<file path="src/rtl/mc6803_timer_gen3.sv">
// 6801/6803-style programmable timer: prescaled free-running counter, NUM_OC output
// compares, one synchronised input capture, coherent 16-bit access and two-step flag clearing.
module mc6803_timer_gen3 #(
  parameter int          NUM_OC     = 2,
  parameter int          PRESCALE_W = 0,
  parameter logic [15:0] CNT_PRESET = 16'hFFF8,
  parameter int          ADDR_W     = 4
) (
  input  logic              clk,
  input  logic              RST_n,
  input  logic              sel,
  input  logic              wr,
  input  logic [ADDR_W-1:0] addr,
  input  logic [7:0]        wdata,
  output logic [7:0]        rdata,
  input  logic              icap_in,
  output logic [NUM_OC-1:0] tout,
  output logic              irq_ocf,
  output logic              irq_tof,
  output logic              irq_icf
);
  localparam int PW = (PRESCALE_W > 0) ? PRESCALE_W : 1;

  logic [15:0]       cnt_q, cnt_d;
  logic [PW-1:0]     presc_q, presc_d;
  logic              tof_q, tof_d, tofArm_q, tofArm_d;
  logic              icf_q, icf_d, icfArm_q, icfArm_d;
  logic [NUM_OC-1:0] ocf_q, ocf_d, ocfArm_q, ocfArm_d;
  logic [NUM_OC-1:0] olvl_q, olvl_d, eoci_q, eoci_d, tout_q, tout_d;
  logic              iedg_q, iedg_d, etoi_q, etoi_d, eici_q, eici_d;
  logic [15:0]       icr_q, icr_d;
  logic [15:0]       ocr_q [NUM_OC];
  logic [15:0]       ocr_d [NUM_OC];
  logic [7:0]        holdH_q [NUM_OC];
  logic [7:0]        holdH_d [NUM_OC];
  logic [7:0]        cntLoBuf_q, cntLoBuf_d;
  logic              loPend_q, loPend_d;
  logic              sync1_q, sync2_q, sync3_q;

  logic              rdAcc, wrAcc, statRd, ctrlWr, ctrl2Wr, cntHRd, cntLRd, cntHWr, icrHRd;
  logic [NUM_OC-1:0] ocrHWr, ocrLWr;
  logic              tick, effTick, capEdge;
  logic [15:0]       cntInc;
  logic [3:0]        ocfPad, olvlPad, eociPad;

  assign rdAcc   = sel & ~wr;
  assign wrAcc   = sel & wr;
  assign statRd  = rdAcc && (addr == ADDR_W'(0));
  assign ctrlWr  = wrAcc && (addr == ADDR_W'(1));
  assign ctrl2Wr = wrAcc && (addr == ADDR_W'(2));
  assign cntHRd  = rdAcc && (addr == ADDR_W'(3));
  assign cntHWr  = wrAcc && (addr == ADDR_W'(3));
  assign cntLRd  = rdAcc && (addr == ADDR_W'(4));
  assign icrHRd  = rdAcc && (addr == ADDR_W'(5));

  // A counter-high write restarts the prescaler, so the tick of that cycle never happens.
  assign tick    = (PRESCALE_W == 0) ? 1'b1 : &presc_q;
  assign effTick = tick & ~cntHWr;
  assign cntInc  = cnt_q + 16'd1;
  assign capEdge = iedg_q ? (sync2_q & ~sync3_q) : (sync3_q & ~sync2_q);

  always_comb begin
    ocrHWr = '0;
    ocrLWr = '0;
    for (int k = 0; k < NUM_OC; k++) begin
      ocrHWr[k] = wrAcc && (addr == ADDR_W'(7 + 2 * k));
      ocrLWr[k] = wrAcc && (addr == ADDR_W'(8 + 2 * k));
    end
  end

  always_comb begin
    presc_d    = (PRESCALE_W == 0) ? '0 : presc_q + PW'(1);
    cnt_d      = cnt_q;
    olvl_d     = olvl_q;
    eoci_d     = eoci_q;
    iedg_d     = iedg_q;
    etoi_d     = etoi_q;
    eici_d     = eici_q;
    icr_d      = icr_q;
    cntLoBuf_d = cntLoBuf_q;
    loPend_d   = loPend_q;
    ocf_d      = ocf_q;
    ocfArm_d   = ocfArm_q;
    tout_d     = tout_q;
    for (int k = 0; k < NUM_OC; k++) begin
      ocr_d[k]   = ocr_q[k];
      holdH_d[k] = holdH_q[k];
    end

    if (cntHWr) begin
      cnt_d   = CNT_PRESET;
      presc_d = '0;
    end else if (tick) begin
      cnt_d = cntInc;
    end

    if (ctrlWr) begin
      olvl_d = wdata[4 +: NUM_OC];
      eoci_d = wdata[NUM_OC-1:0];
    end
    if (ctrl2Wr) begin
      iedg_d = wdata[2];
      etoi_d = wdata[1];
      eici_d = wdata[0];
    end

    if (cntHRd) begin
      cntLoBuf_d = cnt_q[7:0];
      loPend_d   = 1'b1;
    end else if (cntLRd) begin
      loPend_d = 1'b0;
    end

    // Flag priority: a new set beats a clear, but the clearing access always consumes the arm.
    tof_d    = (effTick && cnt_q == 16'hFFFF) | (tof_q & ~(cntHRd & tofArm_q));
    tofArm_d = (cntHRd & tofArm_q) ? 1'b0 : (tofArm_q | (statRd & tof_q));

    if (capEdge) icr_d = cnt_q;
    icf_d    = capEdge | (icf_q & ~(icrHRd & icfArm_q));
    icfArm_d = (icrHRd & icfArm_q) ? 1'b0 : (icfArm_q | (statRd & icf_q));

    for (int k = 0; k < NUM_OC; k++) begin
      if (ocrHWr[k]) holdH_d[k] = wdata;
      if (ocrLWr[k]) ocr_d[k] = {holdH_q[k], wdata};
      if ((ocrHWr[k] | ocrLWr[k]) & ocfArm_q[k]) begin
        ocf_d[k]    = 1'b0;
        ocfArm_d[k] = 1'b0;
      end else if (statRd & ocf_q[k]) begin
        ocfArm_d[k] = 1'b1;
      end
      if (effTick && cntInc == ocr_q[k]) begin
        ocf_d[k]  = 1'b1;
        tout_d[k] = olvl_q[k];
      end
    end
  end

  always_ff @(posedge clk or negedge RST_n) begin
    if (!RST_n) begin
      cnt_q      <= '0;
      presc_q    <= '0;
      tof_q      <= 1'b0;
      tofArm_q   <= 1'b0;
      icf_q      <= 1'b0;
      icfArm_q   <= 1'b0;
      ocf_q      <= '0;
      ocfArm_q   <= '0;
      olvl_q     <= '0;
      eoci_q     <= '0;
      tout_q     <= '0;
      iedg_q     <= 1'b0;
      etoi_q     <= 1'b0;
      eici_q     <= 1'b0;
      icr_q      <= 16'hFFFF;
      cntLoBuf_q <= '0;
      loPend_q   <= 1'b0;
      sync1_q    <= 1'b0;
      sync2_q    <= 1'b0;
      sync3_q    <= 1'b0;
      for (int k = 0; k < NUM_OC; k++) begin
        ocr_q[k]   <= 16'hFFFF;
        holdH_q[k] <= '0;
      end
    end else begin
      cnt_q      <= cnt_d;
      presc_q    <= presc_d;
      tof_q      <= tof_d;
      tofArm_q   <= tofArm_d;
      icf_q      <= icf_d;
      icfArm_q   <= icfArm_d;
      ocf_q      <= ocf_d;
      ocfArm_q   <= ocfArm_d;
      olvl_q     <= olvl_d;
      eoci_q     <= eoci_d;
      tout_q     <= tout_d;
      iedg_q     <= iedg_d;
      etoi_q     <= etoi_d;
      eici_q     <= eici_d;
      icr_q      <= icr_d;
      cntLoBuf_q <= cntLoBuf_d;
      loPend_q   <= loPend_d;
      sync1_q    <= icap_in;
      sync2_q    <= sync1_q;
      sync3_q    <= sync2_q;
      for (int k = 0; k < NUM_OC; k++) begin
        ocr_q[k]   <= ocr_d[k];
        holdH_q[k] <= holdH_d[k];
      end
    end
  end

  assign tout    = tout_q;
  assign irq_ocf = |(ocf_q & eoci_q);
  assign irq_tof = tof_q & etoi_q;
  assign irq_icf = icf_q & eici_q;

  always_comb begin
    rdata   = 8'h00;
    ocfPad  = '0;
    olvlPad = '0;
    eociPad = '0;
    ocfPad[NUM_OC-1:0]  = ocf_q;
    olvlPad[NUM_OC-1:0] = olvl_q;
    eociPad[NUM_OC-1:0] = eoci_q;
    case (addr)
      ADDR_W'(0): rdata = {icf_q, tof_q, 2'b00, ocfPad};
      ADDR_W'(1): rdata = {olvlPad, eociPad};
      ADDR_W'(2): rdata = {5'b00000, iedg_q, etoi_q, eici_q};
      ADDR_W'(3): rdata = cnt_q[15:8];
      ADDR_W'(4): rdata = loPend_q ? cntLoBuf_q : cnt_q[7:0];
      ADDR_W'(5): rdata = icr_q[15:8];
      ADDR_W'(6): rdata = icr_q[7:0];
      default:    rdata = 8'h00;
    endcase
    for (int k = 0; k < NUM_OC; k++) begin
      if (addr == ADDR_W'(7 + 2 * k)) rdata = ocr_q[k][15:8];
      if (addr == ADDR_W'(8 + 2 * k)) rdata = ocr_q[k][7:0];
    end
  end

endmodule

</file>
<file path="config.mk">
export PLATFORM = sky130hd
export DESIGN_NAME = mc6803_timer_gen3
export DESIGN_NICKNAME = d
export VERILOG_FILES = /design/src/rtl/mc6803_timer_gen3.sv
export SDC_FILE = /design/constraint.sdc
export NUM_CORES = 1
export LEC_CHECK = 0
export ABC_AREA = 1
export BUFFER_PORTS_ARGS = -buffer_cell sky130_fd_sc_hd__buf_2
export CORE_MARGIN = 1.5
export CORE_UTILIZATION = 40
export CTS_CLUSTER_DIAMETER = 40
export DETAILED_ROUTE_END_ITERATION = 8
export PLACE_DENSITY = 0.54
export SLEW_MARGIN = 20
export SYNTH_ARGS = -nofsm -noshare
export SYNTH_HDL_FRONTEND = slang
export SYNTH_SLANG_ARGS = --single-unit
</file>
<file path="constraint.sdc">
create_clock -name clk -period 4.1 [get_ports clk]
set_input_delay 0.82 -clock clk [delete_from_list [all_inputs] [get_ports clk]]
set_output_delay 0.82 -clock clk [all_outputs]
set_load 0.01 [all_outputs]
</file>
# --- Word level (Yosys, flattened, before mapping) ---
# Index checks and enable logic that the tools add are counted.
word_totals:
  register_bits: 109
  input_bits: 17
  output_inout_bits: 13
classes:
  n_addsub: 1
  n_eq_ne: 13
  mux: 20
  n_bitwise: 29
  n_reduce_logical: 21
ops:
  columns: ["cell", "count"]
  rows:
  - ["$pmux W8 S7", 1]
  - ["$mux W8", 5]
  - ["$eq A16 B16 Y1", 2]
  - ["$add A16 B1 Y16 const B", 1]
  - ["$and A1 B1 Y1", 16]
  - ["$eq A16 B16 Y1 const B", 1]
  - ["$eq A4 B3 Y1 const B", 4]
  - ["$mux W16", 1]
  - ["$logic_and A1 B1 Y1", 14]
  - ["$mux W1", 13]
  - ["$eq A4 B4 Y1 const B", 3]
  - ["$reduce_bool A2 Y1", 5]
  - ["$eq A4 B2 Y1 const B", 2]
  - ["$not A1 Y1", 6]
  - ["$or A1 B1 Y1", 6]
  - ["$eq A4 B1 Y1 const B", 1]
  - ["$logic_not A4 Y1", 1]
  - ["$and A2 B2 Y2", 1]
  - ["$reduce_or A2 Y1", 1]

# --- Logic depth before layout (Yosys ltp) ---
logic_depth:
  ltp_word: 7
  ltp_mapped: 15

# --- Worst setup path before layout ---
# No wires, ideal clock.
synth_path:
  path_type: "input port to output port"
  start: "in addr[2]"
  end: "out rdata[2]"
  t_arrival_ps: 1812
  required_time_ps: 3280
  slack_ps: 1468
  path_stages: 10
  path_buffers: 0
  path_cell_list: "inv_1 nor2_1 inv_1 nor2_1 nand2_1 o21ai_0 nor2_1 o21ai_0 a21oi_1 o2111ai_1"
synth_between:
  elab_chain_len: 6
  word_cells_on_any_way: 16
  cone_classes: "eq/ne (10); mux (5); reduce/logical (1)"
synth_lines:
  columns: ["element", "line_no", "text"]
  rows:
  - ["from (decl)", "13", "input logic [ADDR_W-1:0] addr,"]
  - ["$eq A4 B3 Y1, or another cell as far along", "205", "case (addr)"]
  - ["$pmux W8 S7", "205", null]
  - ["$mux W8", "216", "if (addr == ADDR_W'(7 + 2 * k)) rdata = ocr_q[k][15:8];"]
  - ["$mux W8", "217", "if (addr == ADDR_W'(8 + 2 * k)) rdata = ocr_q[k][7:0];"]
  - ["$mux W8", "216", null]
  - ["$mux W8 (*)", "217", null]
  - ["to (decl)", "15", "output logic [7:0] rdata,"]
# Mark *: on every way between the ends. The rest lies on a longest branch, timed or not.

# --- Worst setup path after layout ---
layout_path:
  start: "in addr[0]"
  end: "out rdata[4]"
# Same word-level chain as after synthesis.

==> out/results.ini <==
[global_routing]
grtUsageTotal_pct = 24.3
grt_pass1_vias = 4756
grt_pass1_wl_um = 26800
antenna_found_initial = 0
overflow = 0
grt_start_max_net_pins = 74

[final_layout]
diodes = 0
finalNetCount = 805
fin_util_pct = 46.0
register_area_mm2 = 0.00279
final_layout_size_suffix_gt1_share_pct = 16.4
fillers = 1425
syn_to_final_growth_pct = 11.9
final_area_mm2 = 0.00641
multi_input_comb_area_mm2 = 0.00248

[placement]
place.gp.congestion = 0.955
place_area_mm2 = 0.00606
pre_cts_ws_ns = 0.843
port-buffer-count = 29
hpwl_um = 13100

[pwr]
seqPwrFrac_pct = 43.4
p_leak_nw = 3.13
powerDensity_mw_per_mm2 = 633
p_sw_share_pct = 38.4
combPwrFrac_pct = 31.7
internal-power_mw = 2.50
peakVddDrop_mv = 0.273
power_frac_clock_pct = 24.9
p_sw_mw = 1.56

[worst_setup_path]
worstPathArrival_ns = 2.45
end_kind = output pin
worstPathMaxFanout = 9
r2r_setup_slack_ns = 1.74
crit_type = in2out
crit_required_ns = 3.28
startpoint_type = input port

[cts]
cts_resized = 0
cts-htree-levels = 3
clkLatencyLatePin_ns = 0.35
postCtsSetupBuffers = 0
clkSinkCount = 109
cts_buffer_depth = 2
cts-root-buf = clkbuf_16
cts_tree = done
postCtsHoldBufs = 0
numCtsBuffers = 9
path_clk_slew_ns = 0.08

[route]
vias = 5016
drt.antenna.violating_nets = 0
drtIter0Drc = 414
drc = 0
first_pass_iters = 7
routedWlPerCell_um = 17.3
routed_via_density = 5.16
drt-total-wl_um = 16800

[min_path]
min_path_type = reg2reg

[floorplanning]
ios = 30
dieArea_mm2 = 0.0151
start_util_pct = 41.1
row_count = 43
core_area_mm2 = 0.0139
dieHeight_um = 123
die-width_um = 123

[sta]
rsz0062_at_grt = false
worst_pin_slew_ns = 0.949
slew_headroom_pct = 36.7
setup_viol = 0
max_freq_mhz = 306
post-route-min-period_ns = 3.27
finalSetupTns_ns = 0
post-route-period-util_pct = 79.8
slew_viol_final = 0
finalWorstSetupSlack_ns = 0.829
hold_violations = 0
skew_ns = 0.00633

[yosys]
synth_seq_cells = 109
synthArstFlopShare_pct = 100
seq_area_frac_synth_pct = 48.7
synthesis.instances = 758
synth-edff-count = 0
syn_area_per_cell_um2 = 7.56
synth_cell_type_count = 37
synth_nets = 776
synth.cell_area_mm2 = 0.00573
synthFlopType = dfrtp_1
synth-warning-count = 0

[outcome]
status = complete, no violations

[flow_run]
maxCapViolCount = 0

## worst paths after layout
kind                        endpoint  startpoint  cells after the start
setup / recovery            rdata[4]     addr[0]                     11
hold / removal               sync2_q     sync1_q                      0
setup reg to reg             tout[1]    cnt_q[0]                     12
hold reg to reg              sync2_q     sync1_q                      0
max in group asynchronous  ocr_q[22]       RST_n                      2
min in group asynchronous    sync2_q       RST_n                      1
## stage by stage
stage                     power [mW]  cells  hold WS (ns)
after floorplan                 2.62    758         0.331
after global placement          3.03    956         0.334
after detailed placement        3.05    956         0.341
after CTS                       4.07    972         0.358
after global routing            4.35    972         0.374
final                           4.06    972         0.354
## cell usage after synthesis (2+ instances only)
cell | count | area, µm²
a211oi_1 | 2 | 15.0
a21oi_1 | 13 | 65.1
a31oi_1 | 2 | 12.5
buf_2 | 5 | 25.0
buf_4 | 3 | 22.5
clkbuf_1 | 8 | 30.0
dfrtp_1 | 61 | 1530
dfstp_2 | 48 | 1260
inv_1 | 99 | 372
inv_2 | 4 | 15.0
nand2_1 | 263 | 987
nand2_2 | 8 | 50.1
nand3_1 | 46 | 230
nand3_2 | 2 | 20.0
nand3b_1 | 6 | 45.0
nand4_1 | 10 | 62.6
nor2_1 | 42 | 158
nor2_2 | 9 | 56.3
nor2_4 | 2 | 22.5
o2111ai_1 | 8 | 70.1
o211ai_1 | 2 | 15.0
o21ai_0 | 92 | 460
o21ai_1 | 3 | 15.0
o22ai_1 | 7 | 43.8
## layout make-up
cell class                 instances  area share, %
clock buffer                       9           3.51
clock inverter                     7           1.87
inverter                         103           6.03
multi-input combinational        530           38.7
sequential                       109           43.5
tap                              180           3.51
timing repair buffer              34           2.89
## per-layer routing
metal	GRT usage [%]	part of all wire, %	up-vias
met4	9.08	2.9	0
met1	35.5	48	2374
met3	2.65	4.2	22
li1	-	-	2482
met5	0	0	-
met2	37.0	45	138
## flip-flops by register name, indices dropped and copies added (netlist names), 2 cells and up
name	flops
ocr_q	32
tout	2
olvl_q	2
icr_q	16
ocf_q	2
cnt_q	16
ocfArm_q	2
holdH_q	16
eoci_q	2
cntLoBuf_q	8
## power by group through the flow
stage	Clock [mW]	Combinational, mW	Sequential (mW)
after floorplan	0	0.968	1.66
after global placement	0	1.27	1.77
after detailed placement	0	1.28	1.77
after CTS	1.03	1.28	1.76
after global routing	1.07	1.48	1.81
final	1.01	1.29	1.76
## critical path: stages
cell      delay [ns]
buf_2           0.14
nor2_1          0.17
inv_1           0.10
nor2_1          0.52
nand2_1         0.11
o21ai_0         0.11
nor2_1          0.09
o211ai_1        0.09
a21oi_1         0.07
nand3_1         0.10
buf_2           0.14
## cells in the final DEF, fill, tap and decap left out, types with 3 or more instances in the layout
| master | netlist | layout |
|---|---|---|
| a21oi_1 | 13 | 13 |
| buf_2 | 5 | 28 |
| buf_4 | 3 | 6 |
| bufinv_16 | 0 | 3 |
| clkbuf_16 | 0 | 9 |
| dfrtp_1 | 61 | 61 |
| dfstp_2 | 48 | 48 |
| inv_1 | 99 | 99 |
| inv_2 | 4 | 4 |
| nand2_1 | 263 | 263 |
| nand2_2 | 8 | 8 |
| nand3_1 | 46 | 46 |
| nand3b_1 | 6 | 6 |
| nand4_1 | 10 | 10 |
| nor2_1 | 42 | 41 |
| nor2_2 | 9 | 10 |
| o2111ai_1 | 8 | 8 |
| o21ai_0 | 92 | 92 |
| o21ai_1 | 3 | 3 |
| o22ai_1 | 7 | 7 |
## cells by family after synthesis
family | Yosys count | synth area share [%]
buf+inv | 119 | 8.10
compound gates | 133 | 12.8
fa+ha+maj | 1 | 0.218
xor+xnor | 3 | 0.699
simple gates | 393 | 29.5
flops | 109 | 48.7
Note: power is estimated with default switching activity, not from simulation.
